[src/rtl/tinyalu_pkg.sv]
// ---------------------------------------------------------------------------
// tinyalu_pkg
// Shared types and constants for the tinyalu initiator side.
//   op_t        : tinyalu opcodes; any opcode with bit 2 set is a multiply
//   req_state_t : requester FSM states
//   DATA_W      : operand width
//   RES_W       : result width
//   is_mult()   : true for the multi-cycle multiplier opcodes (4..7)
// ---------------------------------------------------------------------------
package tinyalu_pkg;

  localparam int DATA_W = 8;
  localparam int RES_W  = 16;

  typedef enum logic [2:0] {
    NOP = 3'd0,
    ADD = 3'd1,
    AND = 3'd2,
    XOR = 3'd3,
    MUL = 3'd4
  } op_t;

  typedef enum logic [1:0] {
    IDLE = 2'd0,
    WAIT = 2'd1,
    RSP  = 2'd2
  } req_state_t;

  // Opcodes 4..7 all select the multiplier, so only bit 2 matters.
  function automatic logic is_mult(input logic [2:0] op);
    return op[2];
  endfunction

endpackage

[src/rtl/tinyalu_requester.sv]
// ---------------------------------------------------------------------------
// tinyalu_requester
// Initiator-side controller for the tinyalu start/done handshake. Commands
// arrive on a valid/ready port, are launched on tinyalu with a held start,
// and the captured result is returned on a valid/ready response port. A
// timeout aborts operations whose done never arrives (hung ALU or a NOP
// that slipped through), so the command stream can never deadlock.
//
// Ports:
//   clk, reset_n                 clock (rising edge), async active-low reset
//   cmd_valid/cmd_ready          command handshake (ready only in IDLE)
//   cmd_op, cmd_a, cmd_b         opcode and operands of the command
//   alu_start/op/a/b             drive tinyalu; op/a/b qualified by start
//   alu_done, alu_result         tinyalu completion and result
//   rsp_valid/rsp_ready          response handshake
//   rsp_result, rsp_op           captured result and opcode of the command
//   rsp_timeout                  1 when the operation was aborted
//   busy                         high in any state other than IDLE
// ---------------------------------------------------------------------------
module tinyalu_requester
  import tinyalu_pkg::*;
#(
  parameter int TIMEOUT_CYCLES = 16,
  parameter int CNT_W          = 8
) (
  input  logic              clk,
  input  logic              reset_n,
  input  logic              cmd_valid,
  output logic              cmd_ready,
  input  logic [2:0]        cmd_op,
  input  logic [DATA_W-1:0] cmd_a,
  input  logic [DATA_W-1:0] cmd_b,
  output logic              alu_start,
  output logic [2:0]        alu_op,
  output logic [DATA_W-1:0] alu_a,
  output logic [DATA_W-1:0] alu_b,
  input  logic              alu_done,
  input  logic [RES_W-1:0]  alu_result,
  output logic              rsp_valid,
  input  logic              rsp_ready,
  output logic [RES_W-1:0]  rsp_result,
  output logic [2:0]        rsp_op,
  output logic              rsp_timeout,
  output logic              busy
);

  // Last counter value still allowed in WAIT; reaching it without done
  // means start has been high for TIMEOUT_CYCLES cycles.
  localparam logic [CNT_W-1:0] TO_LAST = CNT_W'(TIMEOUT_CYCLES - 1);

  req_state_t          state_q, state_d;
  logic [CNT_W-1:0]    cnt_q, cnt_d;
  logic                alu_start_q, alu_start_d;
  logic [2:0]          alu_op_q, alu_op_d;
  logic [DATA_W-1:0]   alu_a_q, alu_a_d;
  logic [DATA_W-1:0]   alu_b_q, alu_b_d;
  logic                rsp_valid_q, rsp_valid_d;
  logic [RES_W-1:0]    rsp_result_q, rsp_result_d;
  logic [2:0]          rsp_op_q, rsp_op_d;
  logic                rsp_timeout_q, rsp_timeout_d;

  // Next-state logic. Everything holds by default; only the transitions
  // below touch the registers. alu_done is only looked at in WAIT, so a
  // stray or late done in IDLE/RSP has no effect. In WAIT, done is tested
  // before the timeout so it wins when both happen on the same edge.
  always_comb begin
    state_d       = state_q;
    cnt_d         = cnt_q;
    alu_start_d   = alu_start_q;
    alu_op_d      = alu_op_q;
    alu_a_d       = alu_a_q;
    alu_b_d       = alu_b_q;
    rsp_valid_d   = rsp_valid_q;
    rsp_result_d  = rsp_result_q;
    rsp_op_d      = rsp_op_q;
    rsp_timeout_d = rsp_timeout_q;

    case (state_q)
      IDLE: begin
        if (cmd_valid) begin
          alu_op_d = cmd_op;
          alu_a_d  = cmd_a;
          alu_b_d  = cmd_b;
          rsp_op_d = cmd_op;
          if (cmd_op == NOP) begin
            // NOP never reaches the ALU; answer immediately with zero.
            rsp_result_d  = '0;
            rsp_timeout_d = 1'b0;
            rsp_valid_d   = 1'b1;
            state_d       = RSP;
          end else begin
            alu_start_d = 1'b1;
            cnt_d       = '0;
            state_d     = WAIT;
          end
        end
      end
      WAIT: begin
        if (alu_done) begin
          rsp_result_d  = alu_result;
          rsp_timeout_d = 1'b0;
          alu_start_d   = 1'b0;
          rsp_valid_d   = 1'b1;
          state_d       = RSP;
        end else if (cnt_q == TO_LAST) begin
          rsp_result_d  = '0;
          rsp_timeout_d = 1'b1;
          alu_start_d   = 1'b0;
          rsp_valid_d   = 1'b1;
          state_d       = RSP;
        end else begin
          cnt_d = cnt_q + 1'b1;
        end
      end
      RSP: begin
        // Start stays low here, which together with the IDLE cycle gives
        // tinyalu's multiplier done chain the two low cycles it needs.
        if (rsp_ready) begin
          rsp_valid_d = 1'b0;
          state_d     = IDLE;
        end
      end
      default: state_d = IDLE;
    endcase
  end

  // State registers. The asynchronous clear drops alu_start the moment
  // reset_n falls and throws away any operation in flight.
  always_ff @(posedge clk or negedge reset_n) begin
    if (!reset_n) begin
      state_q       <= IDLE;
      cnt_q         <= '0;
      alu_start_q   <= 1'b0;
      alu_op_q      <= '0;
      alu_a_q       <= '0;
      alu_b_q       <= '0;
      rsp_valid_q   <= 1'b0;
      rsp_result_q  <= '0;
      rsp_op_q      <= '0;
      rsp_timeout_q <= 1'b0;
    end else begin
      state_q       <= state_d;
      cnt_q         <= cnt_d;
      alu_start_q   <= alu_start_d;
      alu_op_q      <= alu_op_d;
      alu_a_q       <= alu_a_d;
      alu_b_q       <= alu_b_d;
      rsp_valid_q   <= rsp_valid_d;
      rsp_result_q  <= rsp_result_d;
      rsp_op_q      <= rsp_op_d;
      rsp_timeout_q <= rsp_timeout_d;
    end
  end

  // cmd_ready is gated by reset_n so every output reads 0 while in reset.
  assign cmd_ready   = (state_q == IDLE) && reset_n;
  assign busy        = (state_q != IDLE);
  assign alu_start   = alu_start_q;
  assign alu_op      = alu_op_q;
  assign alu_a       = alu_a_q;
  assign alu_b       = alu_b_q;
  assign rsp_valid   = rsp_valid_q;
  assign rsp_result  = rsp_result_q;
  assign rsp_op      = rsp_op_q;
  assign rsp_timeout = rsp_timeout_q;

endmodule

[config.mk]
export PLATFORM = sky130hd
export DESIGN_NAME = tinyalu_requester
export DESIGN_NICKNAME = d
export VERILOG_FILES = /design/src/rtl/tinyalu_pkg.sv /design/src/rtl/tinyalu_requester.sv
export SDC_FILE = /design/constraint.sdc
export NUM_CORES = 1
export LEC_CHECK = 0
export ABC_AREA = 1
export CAP_MARGIN = 5
export CELL_PAD_IN_SITES_DETAIL_PLACEMENT = 1
export CELL_PAD_IN_SITES_GLOBAL_PLACEMENT = 1
export CORE_MARGIN = 4
export CORE_UTILIZATION = 28
export CTS_CLUSTER_SIZE = 8
export DETAILED_ROUTE_END_ITERATION = 12
export GPL_ROUTABILITY_DRIVEN = 0
export PLACE_DENSITY = 0.72
export SKIP_LAST_GASP = 1
export SYNTH_ARGS = -nofsm -noshare
export SYNTH_HDL_FRONTEND = slang
export SYNTH_SLANG_ARGS = --single-unit
export TNS_END_PERCENT = 10
[constraint.sdc]
create_clock -name clk -period 1.41 [get_ports clk]
set_input_delay 0.282 -clock clk [delete_from_list [all_inputs] [get_ports clk]]
set_output_delay 0.282 -clock clk [all_outputs]
set_load 0.1 [all_outputs]
==> impl_metrics.tcl <==
set metrics [dict create \
    grt_pass1_wl_microns 10000 \
    drt_pass1_iterations 4 \
    synthCells 210 \
    yosys_most_used_dff "dfrtp_1" \
    root_buffer "clkbuf_8" \
    core_region_area_sq_mm 0.00721 \
    hold_buffers 0 \
    fin_crit_ns 1.58 \
    synthTopCellsByCount "nand2_1, dfrtp_1, mux2_2, inv_1, nor2_1" \
    synth_edf_count 0 \
    worstPathMaxFanout 2 \
    dieWidth_microns 94.1 \
    grt_antenna_before_repair 0 \
    grt_start_max_net_pins 49 \
    maxSlewViolCount 0 \
    grt_util_all_layers_pct 14.6 \
    arrival_ns 1.30 \
    cp_common_cell "nor2_4" \
    die_y_microns 94.1 \
    num_vias 1828 \
    end_kind "output pin" \
    cts.clk_slew.worst_paths_ns 0.08 \
    numCtsBuffers 5 \
    io_buffers 82 \
    path_cells "nor2_4, clkinvlp_4, nor2_4, buf_12" \
    synthDominantCellAreaShare_pct 57.9 \
    worstMarginPinSlew_ns 0.597 \
    cts_sinks 48 \
    finalWorstSetupSlack_ns -0.167 \
    dp_hpwl_microns 4760 \
    finalHoldViolations 0 \
    crit_slowest_cell "dfrtp_2" \
    synth_cell_types 25 \
    placed_area_sq_mm 0.00360 \
    violations "setup timing" \
    drt-vias-per-instance 4.40 \
    fin_nets 359 \
    finalWirelength_microns 6150 \
    drc 0 \
    yosys.area.top_type "dfrtp_1" \
    required_ns 1.13 \
    outcome "finished, violations left" \
    ys_seq_area_share_pct 57.9 \
    final_antenna_net_count 0 \
    maxCapViolations 0 \
    crit_family "flip-flops" \
    synth.avg_cell_area_sq_um 9.87 \
    wire_per_inst_microns 14.8 \
    drive_gt1_share_pct 38.3 \
    regToRegSetupSlack_ns -0.05 \
    ios 83 \
    synth_most_common_cell "nand2_1" \
    critPathLaunchType "flop" \
    finalSetupViolations 21 \
    finalInstanceArea_sq_mm 0.00377 \
    max_slew_margin_pct 60.2 \
    die_area_sq_mm 0.00885 \
    cts_buffer_depth 2 \
    insertion_delay_ns 0.30 \
    rsz0062_at_grt "true" \
    ys_seq_elements 48 \
    rows 31 \
    area_delta_synth_final_pct 82.1 \
    antenna_cells 0 \
    nFillCells 787 \
    slowest_delay_ns 0.44 \
    synth.area.top_cells "dfrtp_1, nand2_1, mux2_2, inv_1, nor2_1" \
    syn_nets 251 \
    start_util_pct 28.7 \
    drt-initial-drc-count 58 \
    fmax_ghz 0.634 \
    finalClockSkew_ns 0.00652 \
    crit_buf_inv 2 \
    grt_pass1_vias 1977 \
    worstSetupPathType "reg -> out" \
    ys_async_sr_fraction_pct 100 \
    whs_ns 0.0848 \
    hold_path_class "in -> async" \
    synth_area_sq_mm 0.00207 \
    fin_crit_sh_pct 112 \
    ys_warn_count 0 \
    cts_tree "built" \
    htreeDepth 2 \
    grt_overflow_total 0 \
]
path summary, 6_finish.rpt:
| check | startpoint | to | cells past startpoint |
|---|---|---|---|
| min in group clk | alu_result[6] | rsp_result[6] | 3 |
| max reg2reg | state_q[0] | rsp_result[9] | 8 |
| min reg2reg | rsp_result[11] | rsp_result[11] | 2 |
| max in group asynchronous | reset_n | state_q[1] | 2 |
| max | state_q[0] | cmd_ready | 4 |
| min | reset_n | rsp_op[1] | 2 |
final cells by class:
| class | count | area (sq um) | area share (%) |
|---|---|---|---|
| Sequential cell | 48 | 1200 | 31.9 |
| Multi-Input combinational cell | 140 | 846 | 22.4 |
| Clock buffer | 5 | 68.8 | 1.82 |
| Timing Repair Buffer | 108 | 1470 | 38.9 |
| Inverter | 15 | 62.6 | 1.66 |
| Tap cell | 99 | 124 | 3.28 |
through the flow:
step,setup slack (ns),std cells,setup TNS (ns),utilization [%]
after floorplan,-0.575,210,-1.53,-
after global placement,-0.231,406,-6.12,50.0
after detailed placement,-0.263,406,-7.46,50.0
after CTS,-0.187,414,-3.02,51.3
after global routing,-0.232,415,-4.03,52.3
final,-0.167,415,-0.908,52.3
registers in the layout (all words and copies together) (netlist names):
| signal | cells |
|---|---|
| alu_a | 8 |
| alu_b | 8 |
| alu_start | 1 |
| cnt_q | 8 |
| rsp_op | 3 |
| rsp_result | 16 |
| rsp_timeout | 1 |
| rsp_valid | 1 |
| state_q | 2 |
cell usage in the layout, fill, tap and decap left out:
master	count
nand3_4	1
clkinvlp_4	1
buf_12	45
o21ai_1	2
dfrtp_2	2
inv_4	1
mux2_2	18
nand4_1	3
nor3_1	2
o21ai_0	6
ha_4	1
inv_2	3
nand2_1	76
nor2_1	5
o21ai_4	1
nor2_2	3
or2_2	1
or3b_2	1
nand4_4	1
buf_4	23
nor2_4	4
dfrtp_1	46
buf_2	1
nand3_1	4
inv_1	10
nand2_4	1
nand3_2	3
clkdlybuf4s50_1	38
buf_6	1
nor3b_1	1
xor2_1	2
clkbuf_8	5
nand2_2	4
routing by layer:
layer  track usage (%)  wire [microns]  vias to the layer above
met5                 0               0                        -
met4              5.17             135                        0
met3              3.85             312                       12
met2              25.4            3300                       52
met1              17.3            2410                      890
li1                  -               -                      874
worst reg2reg max path, delay by kind of cell, from the launching register on:
family | cells | cell delay, ns
AOI/OAI and AO/OA | 1 | 0.11
DFF | 1 | 0.44
and+or+nand+nor | 5 | 0.45
buffers and inverters | 2 | 0.35
what timing repair did:
action,4_1_cts,5_1_grt
resized for setup,2,19
pin swaps,2,3
setup buffers,3,1
endpoints found under the setup margin,27,49
kinds of logic after synthesis:
kind of cell	synth area share [%]
simple gates	23.1
buf+inv	5.01
xor+xnor	0.845
compound gates	2.72
fa+ha+maj	0.603
mux	9.78
flops	57.9
Power is left out: the tool's default activity adds up to more than one toggle a clock period on the data nets, which glitch-free logic cannot reach.
